## config.mk

```make
export PLATFORM = sky130hd
export DESIGN_NAME = csr_irq_unit
export DESIGN_NICKNAME = d
export VERILOG_FILES = /design/src/rtl/csr_irq_unit.sv
export SDC_FILE = /design/constraint.sdc
export NUM_CORES = 1
export LEC_CHECK = 0
export CORE_MARGIN = 2
export CORE_UTILIZATION = 45
export CTS_CLUSTER_SIZE = 20
export DETAILED_ROUTE_END_ITERATION = 7
export PLACE_DENSITY = 0.78
export RECOVER_POWER = 100
export SLEW_MARGIN = 20
export SYNTH_ARGS = -nofsm -noshare
export SYNTH_HDL_FRONTEND = slang
export SYNTH_SLANG_ARGS = --single-unit
```

## constraint.sdc

```tcl
create_clock -name clk -period 3.8 [get_ports clk]
set_input_delay 0.95 -clock clk [delete_from_list [all_inputs] [get_ports clk]]
set_output_delay 0.95 -clock clk [all_outputs]
set_load 0.05 [all_outputs]
```

## src/rtl/csr_irq_unit.sv

```systemverilog
// Machine-mode CSR file and interrupt unit: mstatus/mie/mtvec/mepc/mcause/mip, source
// synchronisers, fixed-priority cause arbitration and ISR target. CSR_MCYCLE_EN adds mcycle.
module csr_irq_unit #(
    parameter int                 NUM_IRQ       = 4,
    parameter logic [NUM_IRQ-1:0] IRQ_EDGE_MASK = 4'b0001,
    parameter int                 PC_W          = 16,
    parameter int                 SYNC_STAGES   = 2
) (
    input  logic               clk,
    input  logic               reset,
    input  logic               irq_timer,
    input  logic               irq_ext,
    input  logic [NUM_IRQ-1:0] irq_in,
    input  logic [2:0]         exceptions,
    input  logic               trap_enter,
    input  logic               mret,
    input  logic [PC_W-1:0]    pc,
    output logic               interrupt_pending,
    input  logic [11:0]        csr_addr,
    input  logic [31:0]        csr_wdata,
    input  logic               csr_we,
    output logic [31:0]        csr_rdata,
    output logic [PC_W-1:0]    isr_return,
    output logic [PC_W-1:0]    isr_target
);

    logic [SYNC_STAGES-1:0] ext_sync;
    logic                   ext_prev;
    logic [NUM_IRQ-1:0]     in_sync [SYNC_STAGES];
    logic [NUM_IRQ-1:0]     in_prev;
    logic                   ext_rise;
    logic [NUM_IRQ-1:0]     in_rise;

    logic               st_mie, st_mpie;
    logic [31:0]        mie_q, mtvec_q, mepc_q, mcause_q;
    logic               tmr_pend, ext_pend;
    logic [NUM_IRQ-1:0] edge_pend;

    logic [31:0] mip_view, eligible;
    logic        take_valid, take_irq;
    logic [4:0]  take_code;

    logic wr_mstatus, wr_mie, wr_mtvec, wr_mepc, wr_mcause, wr_mip;

    assign wr_mstatus = csr_we && (csr_addr == 12'h300);
    assign wr_mie     = csr_we && (csr_addr == 12'h304);
    assign wr_mtvec   = csr_we && (csr_addr == 12'h305);
    assign wr_mepc    = csr_we && (csr_addr == 12'h341);
    assign wr_mcause  = csr_we && (csr_addr == 12'h342);
    assign wr_mip     = csr_we && (csr_addr == 12'h344);

    always_ff @(posedge clk) begin
        if (reset) begin
            ext_sync <= '0;
            ext_prev <= 1'b0;
            in_prev  <= '0;
            for (int s = 0; s < SYNC_STAGES; s++) in_sync[s] <= '0;
        end else begin
            ext_sync   <= {ext_sync[SYNC_STAGES-2:0], irq_ext};
            ext_prev   <= ext_sync[SYNC_STAGES-1];
            in_sync[0] <= irq_in;
            for (int s = 1; s < SYNC_STAGES; s++) in_sync[s] <= in_sync[s-1];
            in_prev    <= in_sync[SYNC_STAGES-1];
        end
    end

    assign ext_rise = ext_sync[SYNC_STAGES-1] & ~ext_prev;
    assign in_rise  = in_sync[SYNC_STAGES-1] & ~in_prev & IRQ_EDGE_MASK;

    // Level sources bypass the pending registers so they appear SYNC_STAGES cycles after the pin.
    always_comb begin
        mip_view     = '0;
        mip_view[7]  = tmr_pend;
        mip_view[11] = ext_pend;
        for (int i = 0; i < NUM_IRQ; i++)
            mip_view[16+i] = IRQ_EDGE_MASK[i] ? edge_pend[i] : in_sync[SYNC_STAGES-1][i];
    end

    assign eligible          = mie_q & mip_view & {32{st_mie}};
    assign interrupt_pending = |eligible;

    always_comb begin
        take_valid = 1'b0;
        take_irq   = 1'b0;
        take_code  = '0;
        if (eligible[11]) begin
            take_valid = 1'b1;
            take_irq   = 1'b1;
            take_code  = 5'd11;
        end else if (|eligible[16 +: NUM_IRQ]) begin
            take_valid = 1'b1;
            take_irq   = 1'b1;
            for (int i = NUM_IRQ - 1; i >= 0; i--)
                if (eligible[16+i]) take_code = 5'(16 + i);
        end else if (eligible[7]) begin
            take_valid = 1'b1;
            take_irq   = 1'b1;
            take_code  = 5'd7;
        end else if (exceptions[1]) begin
            take_valid = 1'b1;
            take_code  = 5'd2;
        end else if (exceptions[0]) begin
            take_valid = 1'b1;
            take_code  = 5'd0;
        end else if (exceptions[2]) begin
            take_valid = 1'b1;
            take_code  = 5'd5;
        end
    end

    // Trap entry beats mret, and both beat a software write to mstatus.
    always_ff @(posedge clk) begin
        if (reset) begin
            st_mie  <= 1'b0;
            st_mpie <= 1'b0;
        end else if (trap_enter) begin
            st_mpie <= st_mie;
            st_mie  <= 1'b0;
        end else if (mret) begin
            st_mie  <= st_mpie;
            st_mpie <= 1'b1;
        end else if (wr_mstatus) begin
            st_mie  <= csr_wdata[3];
            st_mpie <= csr_wdata[7];
        end
    end

    always_ff @(posedge clk) begin
        if (reset) begin
            mie_q    <= '0;
            mtvec_q  <= 32'h1;
            mepc_q   <= '0;
            mcause_q <= '0;
        end else begin
            if (wr_mie)   mie_q   <= csr_wdata;
            if (wr_mtvec) mtvec_q <= csr_wdata;
            if (trap_enter)   mepc_q <= 32'(pc) & ~32'h1;
            else if (wr_mepc) mepc_q <= csr_wdata & ~32'h1;
            if (trap_enter) begin
                if (take_valid) mcause_q <= {take_irq, 26'b0, take_code};
            end else if (wr_mcause) begin
                mcause_q <= csr_wdata;
            end
        end
    end

    // Sticky bits: a new edge beats the clear from trap entry, which beats a software write.
    always_ff @(posedge clk) begin
        if (reset) begin
            tmr_pend  <= 1'b0;
            ext_pend  <= 1'b0;
            edge_pend <= '0;
        end else begin
            tmr_pend <= irq_timer;
            if (ext_rise)
                ext_pend <= 1'b1;
            else if (trap_enter && take_irq && take_code == 5'd11)
                ext_pend <= 1'b0;
            else if (wr_mip)
                ext_pend <= csr_wdata[11];
            for (int i = 0; i < NUM_IRQ; i++) begin
                if (!IRQ_EDGE_MASK[i])
                    edge_pend[i] <= 1'b0;
                else if (in_rise[i])
                    edge_pend[i] <= 1'b1;
                else if (trap_enter && take_irq && take_code == 5'(16 + i))
                    edge_pend[i] <= 1'b0;
                else if (wr_mip)
                    edge_pend[i] <= csr_wdata[16+i];
            end
        end
    end

`ifdef CSR_MCYCLE_EN
    logic [63:0] mcycle_q;

    always_ff @(posedge clk) begin
        if (reset)
            mcycle_q <= '0;
        else if (csr_we && csr_addr == 12'hB00)
            mcycle_q[31:0] <= csr_wdata;
        else if (csr_we && csr_addr == 12'hB80)
            mcycle_q[63:32] <= csr_wdata;
        else
            mcycle_q <= mcycle_q + 64'd1;
    end
`endif

    always_comb begin
        csr_rdata = '0;
        case (csr_addr)
            12'h300: csr_rdata = {24'b0, st_mpie, 3'b0, st_mie, 3'b0};
            12'h304: csr_rdata = mie_q;
            12'h305: csr_rdata = mtvec_q;
            12'h341: csr_rdata = mepc_q;
            12'h342: csr_rdata = mcause_q;
            12'h344: csr_rdata = mip_view;
`ifdef CSR_MCYCLE_EN
            12'hB00: csr_rdata = mcycle_q[31:0];
            12'hB80: csr_rdata = mcycle_q[63:32];
`endif
            default: csr_rdata = '0;
        endcase
    end

    assign isr_return = mepc_q[PC_W-1:0];
    // Only interrupt causes are vectored; exceptions always land on the base.
    assign isr_target = PC_W'({mtvec_q[31:2], 2'b00} +
                              ((mtvec_q[1:0] == 2'b01 && mcause_q[31]) ? {mcause_q[29:0], 2'b00} : 32'h0));

endmodule

```

# == Word level (Yosys, flattened, before mapping) ==
# Memories as Yosys holds them, arrays and structs flattened.
# Cells that the tools add are included.
# W data, S select, Z words.
# totals
ff_bits,136
inputBits,74
memories,1
ramBits,8
word_cells,95
# mem_list
name,depth,width,rd,rd_ports_with_merged_regs,write_ports,line_no,source
in_sync,2,4,2,0,2,29,logic [NUM_IRQ-1:0] in_sync [SYNC_STAGES];
# op_classes
bitwise,8
n_mux,42
n_eq_ne,10
addsub,1
n_reduce_logical,20
# op_table
cell,count
$pmux W32 S6,1
$mux W32,3
$eq A12 B10 Y1 const B,6
$mux W16,3
$and A32 B20 Y32,1
$and A32 B32 Y32,1
$reduce_or A32 Y1,1
$mux W5,6
$mux W1,23
$add A16 B16 Y16,1
$mux W3,4
$logic_and A1 B1 Y1,10
$reduce_bool A3 Y1,3
$mux W4,2
$reduce_bool A2 Y1,3
$eq A5 B4 Y1 const B,1
$eq A5 B5 Y1 const B,1
$reduce_or A4 Y1,1
$and A1 B1 Y1,2
$eq A2 B1 Y1 const B,1
$ne A2 B1 Y1 const B,1
$not A1 Y1,2
$or A1 B1 Y1,2
$reduce_and A2 Y1,1
$reduce_or A2 Y1,1

# == Longest topological paths before layout ==
# Gate-level depths: netlist of the first run.
# An unclocked memory read counts as a cell.
# depth
word_depth,13
ltp_mapped,12
mapped_depth_nobuf,12

# == Worst setup path before layout of the first run ==
# Ideal clock, no wire load.
# synth_timing
kind,flip-flop to output port
start,register mcause_q[31]
end,output port isr_target[10]
arrival_time_ns,2.746
path_buffers,0
setup_slack_ns,0.104
stages_incl_launch_ff,13
path_cell_list,dfxtp_1 nand2_1 nor2_1 and2_1 ha_1 inv_1 fa_1 nor2b_1 o31a_1 o21a_1 nor2_1 o21ai_0 xor2_1
# synth_via
elab_chain_cells,3
# synth_rtl
element,line_no,source
start: declaration,35,"logic [31:0] mie_q, mtvec_q, mepc_q, mcause_q;"
start signal: assignment,140,"if (take_valid) mcause_q <= {take_irq, 26'b0, take_code};"
start signal: assignment,142,mcause_q <= csr_wdata;
$logic_and A1 B1 Y1,209,"((mtvec_q[1:0] == 2'b01 && mcause_q[31]) ? {mcause_q[29:0], 2'b00} : 32'h0));"
$mux W16,209,
$add A16 B16 Y16,208,"assign isr_target = PC_W'({mtvec_q[31:2], 2'b00} +"
end: declaration,24,output logic [PC_W-1:0] isr_target
# Every way passes these cells.

# == Final worst setup path of the first run ==
# layout_timing
start,input port csr_addr[11]
end,output port csr_rdata[19]
# layout_via
elab_chain_cells,2
word_cells_on_any_way,7
classes_between,6 x eq/ne; 1 x mux
# layout_rtl
element,line_no,source
start: declaration,19,"input logic [11:0] csr_addr,"
$eq A12 B10 Y1,191,case (csr_addr)
$pmux W32 S6 (*),191,
end: declaration,22,"output logic [31:0] csr_rdata,"
# Mark *: on every way between the ends. The rest lies on a longest branch, timed or not.

==> key figures, run 1 <==
Outcome
  – Status: finished with violations
  – Failing checks: max-capacitance violations, max-slew violations, negative setup slack

Power and ir drop
  – Sequential fraction of design power: 44.1%
  – Int Pwr: between 2 and 3 mW
  – Power Density: 354.3 nW/um^2
  – Combinational cell fraction of total power: 7.7%
  – VDD IR max: 0.0003111 V
  – Sw Pwr: 0.8273 mW
  – Leakage: 3.803 nW
  – Share of total power in the clock network: around 48%
  – Switching Fraction: 23.48%

Floorplanning
  – Die height: 128.8 um
  – Row cnt: 45
  – Core area: 15200 sq um
  – Die X: 128.8 um
  – Ports: 139
  – Die Area: 16580 sq um
  – Initial Utilization: 46.08%

Placement
  – Placement Setup Slack: -0.1331 ns
  – Gpl congestion: 0.8778
  – Hpwl dp: 15.11 mm
  – IO Port Bufs: 134

Detailed routing
  – ANT nets after route: 0
  – WL final: approximately 23 mm
  – Avg WL per Cell: 18.68 um
  – Drt pass-1 iters: 6
  – Vias per cell: 5.977
  – DR vias: 7441
  – Initial DRC count: 948
  – DR DRC count: 0

Clock network
  – CTS buffer count: 17
  – Hold_buf cts: 0
  – H-tree Lvls: 4
  – CTS tree: yes
  – CTS Root Cell: clkbuf_16
  – CTS sink cnt: 144
  – Clk_lat worst skew: 0.43 ns
  – Clock buffer depth: 2
  – Reg clk slew, reported paths: 0.06 ns

Cells and area
  – Nets: approximately 1100
  – Layout cells sized above 1: 16.30%
  – Area grow syn2layout: 41.97%
  – Fin util: between 60 and 70%

Setup path
  – Reg2reg start: mie_q[18]$_SDFFE_PP0P_
  – Crit path cell chain: clkdlybuf4s50_1 -> and4bb_1 -> and4b_1 -> buf_4 -> buf_4 -> a222oi_1 -> nand2_2 -> buf_12
  – R2r setup slk: around 1.4 ns
  – Most frequent CP cell: buf_4
  – Critical Path RT: ~2.9 ns
  – Arr. time, crit path: between 2 and 3 ns
  – Kind of cell adding the most delay to the critical path: buffers and inverters
  – CP peak stage delay: approximately 0.44 ns
  – Worst Reg-to-Reg Cells: 6
  – Crit start category: input port
  – Worst r2r dst: mcause_q[0]$_SDFFE_PP0P_
  – CP bufs+invs: 4
  – Slowest CP cell: clkdlybuf4s50_1
  – Worst-path fanout max: 6
  – CP Capture Type: output pin
  – Crit path kind: input port to output pin

Timing
  – Slew Limit Fails: 47
  – Clock skew: a little under 0.009 ns
  – Slew @ Worst Pin: 2.210 ns
  – Slew HR: -47.36%
  – Final WS setup: -0.04033 ns
  – Hold slack: 0.4365 ns
  – Final Setup Violations: 20
  – Final Hold Viols: 0
  – Fin crit share: 101.1%
  – FMAX: 260.4 MHz
  – Setup repair after global routing missed its margin: true
  – Crit path time final: 3.840 ns

GRT
  – Vias in the first global route: 7193
  – Largest net degree at the start of global routing: 53
  – Initial antenna violation count: 2
  – First-pass GRT wire length: 35.94 mm
  – GRT Util Overall: 27.57%
  – Grt ovf: 0

Min path
  – Hold_sp: in_sync[0][0]$_SDFF_PP0_
  – Hold path endpoint: in_sync[0][4]$_SDFF_PP0_
  – Hold Path Class: flop to flop
  – Hold Path Stages: 1

Logic synthesis
  – Ys Warns: 0
  – Yosys cell types: 54
  – Post-synthesis sequential area ratio: 41.15%
  – Synth Flop Type: dfxtp_1
  – Post-synth EDFFs: 0
  – Cell Area, Synth: 7005 sq um
  – Async set-reset flop share out of synthesis: 0%
  – Synth Area per Inst: around 7.7 sq um
  – Mapped Cells: around 910
  – Yosys reg bits: 144

Job
  – Max capacitance violation total: 1
worst max-delay path by stage:
stage                          end                 startpoint  cells past startpoint  slack, ns
finish               csr_rdata[19]               csr_addr[11]                      8      -0.04
global route        isr_target[14]  mcause_q[31]$_SDFFE_PP0P_                     13      -0.11
CTS                 isr_target[14]  mcause_q[31]$_SDFFE_PP0P_                     13      -0.03
detailed placement   csr_rdata[11]                csr_addr[3]                      9      -0.13
global placement     csr_rdata[11]                csr_addr[3]                      9      -0.12
floorplan           isr_target[10]  mcause_q[31]$_SDFFE_PP0P_                     12       0.10
logic make-up after synthesis:
logic type / synth area share, %
AND/OR/NAND/NOR: 26.56
other: 0.05353
adder cells (fa/ha/maj): 2.608
flip-flops: 41.15
multiplexers: 0.8930
AO/OA/AOI/OAI: 20.59
buffers and inverters: 6.894
XOR/XNOR: 1.250
cells in the mapped netlist (2+ instances only):
master,instances,area (sq um)
mux2i_1,4,40.04
nand3_1,31,155.2
a221oi_1,2,17.52
nand2b_1,2,12.51
inv_1,12,45.04
o21a_1,5,37.54
o31a_1,2,17.52
buf_6,2,22.52
and3_1,17,106.4
or2_2,2,12.51
buf_4,19,142.6
a22oi_1,5,37.54
a32o_1,2,20.02
a21o_1,2,15.01
a31oi_1,4,25.02
and2_1,19,118.9
dfxtp_1,144,2883
nor2b_1,32,200.2
buf_1,2,7.510
nor2_1,18,67.56
a211oi_1,18,135.1
ha_1,13,162.7
clkbuf_1,44,165.2
o21ai_0,11,55.05
nand3b_1,2,15.01
o22ai_1,2,12.51
xnor2_1,7,61.31
buf_2,20,100.1
a222oi_1,32,320.3
a22o_1,8,70.07
nor3b_1,2,15.01
xor2_1,3,26.28
a21oi_1,118,590.6
nand2_1,263,987.2
nor3_1,18,90.09
cell type report:
cell class	count	area, sq um
multi-input cells	665	3789
repair buffers	202	2381
flip-flops and latches	144	2887
inverters	12	45.04
fillers	1196	5256
well taps	188	235.2
clock buffers	19	442.9
clock inverters	13	161.4
diodes	2	5.005
placed cells by master, fill, tap and decap left out, types with 6 or more instances in the layout:
cell type | synthesis | final
buf_12 | 0 | 46
ha_1 | 13 | 9
nor2_1 | 18 | 14
and2_1 | 19 | 14
a222oi_1 | 32 | 32
dfxtp_1 | 144 | 141
buf_4 | 19 | 45
clkbuf_16 | 0 | 20
a211oi_1 | 18 | 17
nor2b_1 | 32 | 30
a21oi_1 | 118 | 116
and3_1 | 17 | 17
nor3_1 | 18 | 18
nand3_1 | 31 | 31
xnor2_1 | 7 | 6
a22o_1 | 8 | 8
buf_6 | 2 | 6
clkdlybuf4s50_1 | 0 | 64
clkbuf_1 | 44 | 10
nand2_1 | 263 | 259
inv_1 | 12 | 11
dlygate4sd3_1 | 0 | 15
metrics by stage:
stage               power, mW  instances  instance area, sq um  TNS [ns]
floorplan               1.722        908                  7013         0
global placement        1.853       1193                  8989    -2.502
detailed placement      1.857       1193                  8989    -2.637
CTS                     3.540       1235                  9848  -0.02542
global route            3.617       1245                  9946    -2.036
finish                  3.524       1245                  9946   -0.3607
metal layers:
metal / up-vias / global-route usage, % / wire, um / share of wire, %
li1: 3415 / - / - / -
met1: 3503 / 34.91 / 9200 / 40
met2: 456 / 45.28 / 11030 / 47
met3: 67 / 5.031 / 2313 / 9.9
met4: 0 / 13.68 / 710 / 3.1
met5: - / 0 / 0 / 0
what timing repair did:
action / CTS / global route
buffers inserted: 9 / 8
setup endpoints to repair: 38 / 35
resized for setup: 48 / 24
gates cloned: 1 / 2
pin swaps: 17 / 23
sequential cells by signal, summed over array words and instances (netlist names):
name	count
st_mpie	1
mie_q	32
tmr_pend	1
ext_prev	1
st_mie	1
mepc_q	31
ext_sync	2
in_sync	8
ext_pend	1
mtvec_q	32
mcause_q	32
in_prev	1
edge_pend	1
power groups by stage:
stage / registers (mW) / logic, mW / clock network (mW)
2_1_floorplan: 1.58 / 0.144 / 0
3_3_place_gp: 1.58 / 0.268 / 0
3_5_place_dp: 1.59 / 0.271 / 0
4_1_cts: 1.55 / 0.272 / 1.72
5_1_grt: 1.55 / 0.285 / 1.78
6_report: 1.55 / 0.270 / 1.70
Power figures use the tool's default switching activity.
==> inputs of run 2 (changes only) <==
SETUP_SLACK_MARGIN = 0.5   (was unset)
==> run 2 against run 1 <==
  * The flow finishes with violations (design-rule violations, max-capacitance violations, max-slew violations, negative setup slack)
  * Core utilization is 6.5 points higher
  * Hold slack worse by 0.0039 ns
  * Final cell count is 2.0% higher
  * First-iteration DRC count is 34% higher
  * Maximum frequency is 5.4% lower
  * Power is 3.0% higher
  * Non-clock buffer count is 26 higher
  * Design area is 9.9% higher
  * Critical endpoint is now isr_target[14]
  * Setup slack worse by 0.22 ns
  * Combinational power is 5% higher
  * Largest power group unchanged
  * Wire length is 23% higher
==> key figures, run 2 (synthesis results as in run 1) <==
Setup path
  – Crit start category: flop
  – R2r setup slk: 0.28 ns
  – Worst-path fanout max: 3
  – Critical Path RT: between 2 and 3 ns
  – Crit path kind: flop to output pin
  – Arr. time, crit path: 3.11 ns
  – CP peak stage delay: 0.36 ns
  – CP Capture Type: output pin
  – Crit path cell chain: nand2_2 -> nor2_4 -> and2_4 -> ha_4 -> inv_2 -> fa_2 -> nor2b_2 -> o31a_1 -> o21a_1 -> o21a_2 -> mux2i_4 -> o2111ai_4 -> buf_8
  – Slowest CP cell: fa_2

Power and ir drop
  – Power Density: between 300 and 400 nW/um^2
  – Leakage: 4.269 nW
  – VDD IR max: around 0.00034 V

Detailed routing
  – Avg WL per Cell: 22.45 um
  – Met2 wire length: 13.24 mm
  – WL final: 28.51 mm
  – Vias per cell: 6.341
  – DR vias: 8053
  – Top routing layer used: met4
  – ANT nets after route: 0
  – Initial DRC count: 1267
  – Drt pass-1 iters: 8
  – DR DRC count: 10
  – DR WL met3: 3.080 mm
  – WL met1: 10.36 mm

Floorplanning
  – Die Area: 16580 sq um
  – Die height: 128.8 um
  – Core area: 15200 sq um
  – Initial Utilization: 46.08%
  – Die X: roughly 130 um
  – Ports: 139
  – Row cnt: 45

Cells and area
  – Layout cells sized above 1: 27.45%
  – Cell area after layout: 10930 sq um
  – Area grow syn2layout: 56.01%
  – FF+latch area: a little under 3000 sq um
  – Commonest non-fill, non-tap cells in the layout: nand2_1 (207), dfxtp_1 (141), a21oi_1 (113)
  – Nets: 1157
  – Antenna cells: 0
  – Commonest non-fill, non-tap cell in the layout: nand2_1
  – Fill cells: between 900 and 1000
  – Area of the multi-input gates: about 4400 sq um
  – Fin util: 71.89%
  – Largest registers: mcause_q (32), mie_q (32), mtvec_q (32)

Placement
  – Gpl congestion: 0.8590
  – IO Port Bufs: ~130
  – Hpwl dp: 15.00 mm
  – Area of placed instances: between 9000 and 10000 sq um

GRT
  – Largest net degree at the start of global routing: 59
  – Vias in the first global route: approximately 7600
  – First-pass GRT wire length: 41.08 mm
  – Grt ovf: 0
  – Initial antenna violation count: 0
  – GRT Util Overall: 32.04%

Clock network
  – Clock buffer depth: 2
  – CTS sink cnt: 144
  – CTS buffer count: 17
  – Reg clk slew, reported paths: 0.06 ns
  – H-tree Lvls: 4
  – CTS Root Cell: clkbuf_16
  – CTS tree: yes
  – Clk_lat worst skew: 0.43 ns

Timing
  – Fin crit share: 106.8%
  – Final Hold Viols: 0
  – Slew @ Worst Pin: 2.775 ns
  – FMAX: 246.4 MHz
  – Clock skew: ~0.0062 ns
  – Slew HR: -84.99%
  – Crit path time final: 4.059 ns
  – Setup repair after global routing missed its margin: true
  – Final WS setup: -0.2588 ns
  – Slew Limit Fails: 59
  – Final Setup Violations: 34

Outcome
  – Failing checks: design-rule violations, max-capacitance violations, max-slew violations, negative setup slack
  – Status: finished with violations

Job
  – Max capacitance violation total: 1

Min path
  – Hold Path Class: flop to flop
run 2: changes by cell type in the layout (fill, tap and decap cells not counted), sizes merged, moves of 2 or more:
cell / change
buf: +37
diode: -2
dlymetal6s2s: -5
clkdlybuf4s50: -4
dlygate4sd2: -4
clkdlybuf4s15: +2
run 2: where the power goes:
part           switching [mW]  total, mW  internal, mW
sequential             0.0217       1.55          1.53
combinational           0.168      0.284         0.117
clock                   0.672       1.79          1.12
total                   0.861       3.63          2.77
run 2: area by class of cell:
class	count	share of cell area, %
clock buffer	20	4.087
timing repair buffer	228	25.15
inverter	12	0.4121
tap	188	2.152
clock inverter	12	1.671
multi-input combinational	666	40.11
sequential	144	26.41
run 2: worst paths after layout:
check                                start                       end  depth (start not counted)
setup / recovery   mtvec_q[0]$_SDFFE_PP1P_            isr_target[14]                         13
hold / removal    in_sync[0][0]$_SDFF_PP0_  in_sync[0][4]$_SDFF_PP0_                          1
setup reg to reg    mie_q[19]$_SDFFE_PP0P_  mcause_q[4]$_SDFFE_PP0P_                          7
hold reg to reg   in_sync[0][0]$_SDFF_PP0_  in_sync[0][4]$_SDFF_PP0_                          1
run 2: repair_timing:
item | in CTS | in global routing
resized for setup | 177 | 41
hold buffers | 0 | 0
cloned | 8 | 0
endpoints found under the setup margin | 42 | 45
buffers inserted | 22 | 14
pin swaps | 60 | 34
run 2: critical path: cells and delay by family (launching register included):
family                   cells  cell delay [ns]
AO/OA/AOI/OAI                4             0.76
adder cells (fa/ha/maj)      2             0.49
flip-flops                   1             0.35
AND/OR/NAND/NOR              4             0.57
buffers and inverters        2             0.23
multiplexers                 1             0.27
run 2: metal layers:
metal,global-route usage [%],up-vias
li1,-,3462
met1,39.83,3723
met2,51.04,694
met3,7.277,174
met4,18.80,0
met5,0,-
run 2: per-stage QoR:
stage	setup WS (ns)	TNS (ns)	hold WS [ns]	cells	power [mW]
3_3_place_gp	-0.06686	-0.7977	0.4176	1194	1.856
5_1_grt	-0.3087	-4.195	0.4531	1270	3.719
2_1_floorplan	0.3296	0	0.4138	908	1.722
3_5_place_dp	-0.1002	-1.124	0.4212	1194	1.858
4_1_cts	-0.06273	-0.06273	0.4349	1256	3.617
6_report	-0.2588	-2.085	0.4326	1270	3.631
==> inputs of run 3 (changes only) <==
CORE_MARGIN = unset   (was 2)
CORE_UTILIZATION = 50   (was 45)
PLACE_DENSITY = 0.85   (was 0.78)
==> run 3 against run 2 <==
  * The run ends with max-capacitance violations, max-slew violations, negative setup slack left
  * Count of clock-buffer cells in the layout is the same
  * Maximum frequency shrank 1.1%
  * Sequential share of layout area is essentially flat
  * Combinational power grew 2%
  * Via count grew 8.5%
  * Setup slack lost 0.044 ns
  * Die area shrank 13%
  * Register-to-register slack gained 0.11 ns
  * Critical endpoint unchanged
==> key figures, run 3 (synthesis results as in run 1) <==
Timing
  – Slew HR: -84.78%
  – Fin crit share: 108.0%
  – Slew @ Worst Pin: around 2.8 ns
  – Crit path time final: 4.103 ns
  – FMAX: ~240 MHz
  – Clock skew: 0.01439 ns
  – Final Setup Violations: 13
  – Final WS setup: -0.3027 ns
  – Setup repair after global routing missed its margin: true
  – Final Hold Viols: 0
  – Slew Limit Fails: 73

Cells and area
  – Largest registers: mcause_q (32), mie_q (32), mtvec_q (32)
  – Fill cells: 632
  – Nets: 1148
  – Antenna cells: 0
  – Area grow syn2layout: 56.28%
  – Fin util: 81.38%
  – Layout cells sized above 1: 27.87%
  – FF+latch area: 2887 sq um
  – Commonest non-fill, non-tap cells in the layout: nand2_1 (204), dfxtp_1 (141), a21oi_1 (113)
  – Commonest non-fill, non-tap cell in the layout: nand2_1
  – Area of the multi-input gates: 4529 sq um

Setup path
  – Arr. time, crit path: 3.15 ns
  – Worst-path fanout max: 3
  – Worst r2r dst: mcause_q[31]$_SDFFE_PP0P_
  – Crit path kind: flop to output pin
  – CP Capture Type: output pin
  – Worst Reg-to-Reg Cells: 6
  – Crit start category: flop
  – R2r setup slk: approximately 0.4 ns
  – Critical Path RT: 2.85 ns
  – Reg2reg start: in_sync[0][6]$_SDFF_PP0_

Min path
  – Hold Path Stages: 1
  – Hold Path Class: flop to flop
  – Hold_sp: in_sync[0][3]$_SDFF_PP0_
  – Hold path endpoint: in_sync[0][7]$_SDFF_PP0_

Power and ir drop
  – Leakage: 4.330 nW
  – Power Density: 320.2 nW/um^2
  – VDD IR max: 0.0002312 V

Clock network
  – H-tree Lvls: 4
  – CTS sink cnt: 144
  – CTS Root Cell: clkbuf_16
  – CTS tree: yes
  – Clk_lat worst skew: between 0.4 and 0.5 ns
  – Hold_buf cts: 0
  – CTS buffer count: 17
  – Clock buffer depth: 2
  – Reg clk slew, reported paths: roughly 0.060 ns

GRT
  – Largest net degree at the start of global routing: 58
  – GRT Util Overall: 41.51%
  – First-pass GRT wire length: 45.76 mm
  – Grt ovf: 0
  – Vias in the first global route: approximately 8400
  – Initial antenna violation count: 0

Outcome
  – Failing checks: max-capacitance violations, max-slew violations, negative setup slack
  – Status: finished with violations

Detailed routing
  – DR DRC count: 0
  – DR vias: 8740
  – Drt pass-1 iters: 7
  – Vias per cell: roughly 7.0
  – WL final: 32.18 mm
  – Initial DRC count: 1387
  – Avg WL per Cell: 25.76 um
  – ANT nets after route: 0

Placement
  – Hpwl dp: 14.67 mm
  – Placement Setup Slack: -0.1303 ns
  – Gpl congestion: 0.8943
  – IO Port Bufs: 134

Floorplanning
  – Die height: 120.4 um
  – Core area: 13450 sq um
  – Die X: 120.4 um
  – Initial Utilization: 52.07%
  – Ports: 139
  – Die Area: 14490 sq um
  – Row cnt: 42

Job
  – Max capacitance violation total: 2
==> run 3: how the worst max path moves through the flow <==
| stage | startpoint | to | slack [ns] | cells past startpoint |
|---|---|---|---|---|
| after global routing | mtvec_q[0]$_SDFFE_PP1P_ | isr_target[14] | -0.35 | 13 |
| after detailed placement | csr_addr[3] | csr_rdata[7] | -0.13 | 8 |
| after floorplan | mcause_q[31]$_SDFFE_PP0P_ | isr_target[10] | 0.33 | 12 |
| final | mcause_q[31]$_SDFFE_PP0P_ | isr_target[14] | -0.30 | 13 |
| after CTS | mtvec_q[0]$_SDFFE_PP1P_ | isr_target[10] | -0.02 | 15 |
| after global placement | csr_addr[3] | csr_rdata[7] | -0.05 | 8 |
==> run 3: metrics by stage <==
stage / cell area (sq um) / instances / total power [mW] / setup TNS, ns / hold WS, ns
floorplan: 7194 / 908 / 1.722 / 0 / 0.4138
global placement: 9089 / 1171 / 1.851 / -0.3795 / 0.4171
detailed placement: 9089 / 1171 / 1.855 / -2.327 / 0.4234
CTS: 10760 / 1239 / 3.443 / -0.03313 / 0.4370
global route: 10950 / 1249 / 3.570 / -2.165 / 0.4657
finish: 10950 / 1249 / 3.506 / -1.743 / 0.4359
==> run 3: metal layers <==
metal | vias up | wire (um) | GRT usage, % | share of wire, %
met2 | 986 | 14330 | 66.31 | 45
met5 | - | 0 | 0 | 0
met3 | 328 | 4710 | 10.94 | 15
met1 | 3965 | 10320 | 47.93 | 32
met4 | 0 | 2816 | 30.32 | 8.8
li1 | 3461 | - | - | -
==> run 3: repair_timing <==
item	in CTS	in global routing
gates resized for setup	199	44
endpoints found under the setup margin	42	42
pin swaps	56	26
gates cloned	9	0
buffers inserted	27	10
==> run 3: final cells by class <==
cell class	count	share of cell area, %
inverter	12	0.4114
timing repair buffer	219	24.58
tap	176	2.011
clock inverter	12	0.9943
clock buffer	20	4.263
multi-input combinational	666	41.37
sequential	144	26.37
==> run 3: report_power, final <==
group          total [mW]  internal, mW  leakage (nW)  switching (mW)
logic               0.290         0.117          2.89           0.174
clock network        1.66         0.953         0.271           0.706
registers            1.56          1.53          1.17          0.0236
==> run 3: critical path: stages (launching register included) <==
cell	delay [ns]
dfxtp_2	0.35
nand2_2	0.09
nor2_4	0.15
and2_4	0.17
ha_4	0.13
inv_2	0.03
fa_2	0.37
nor2b_2	0.16
o31a_1	0.20
o21a_1	0.13
o21a_2	0.21
mux2i_2	0.35
o2111ai_4	0.17
buf_6	0.19
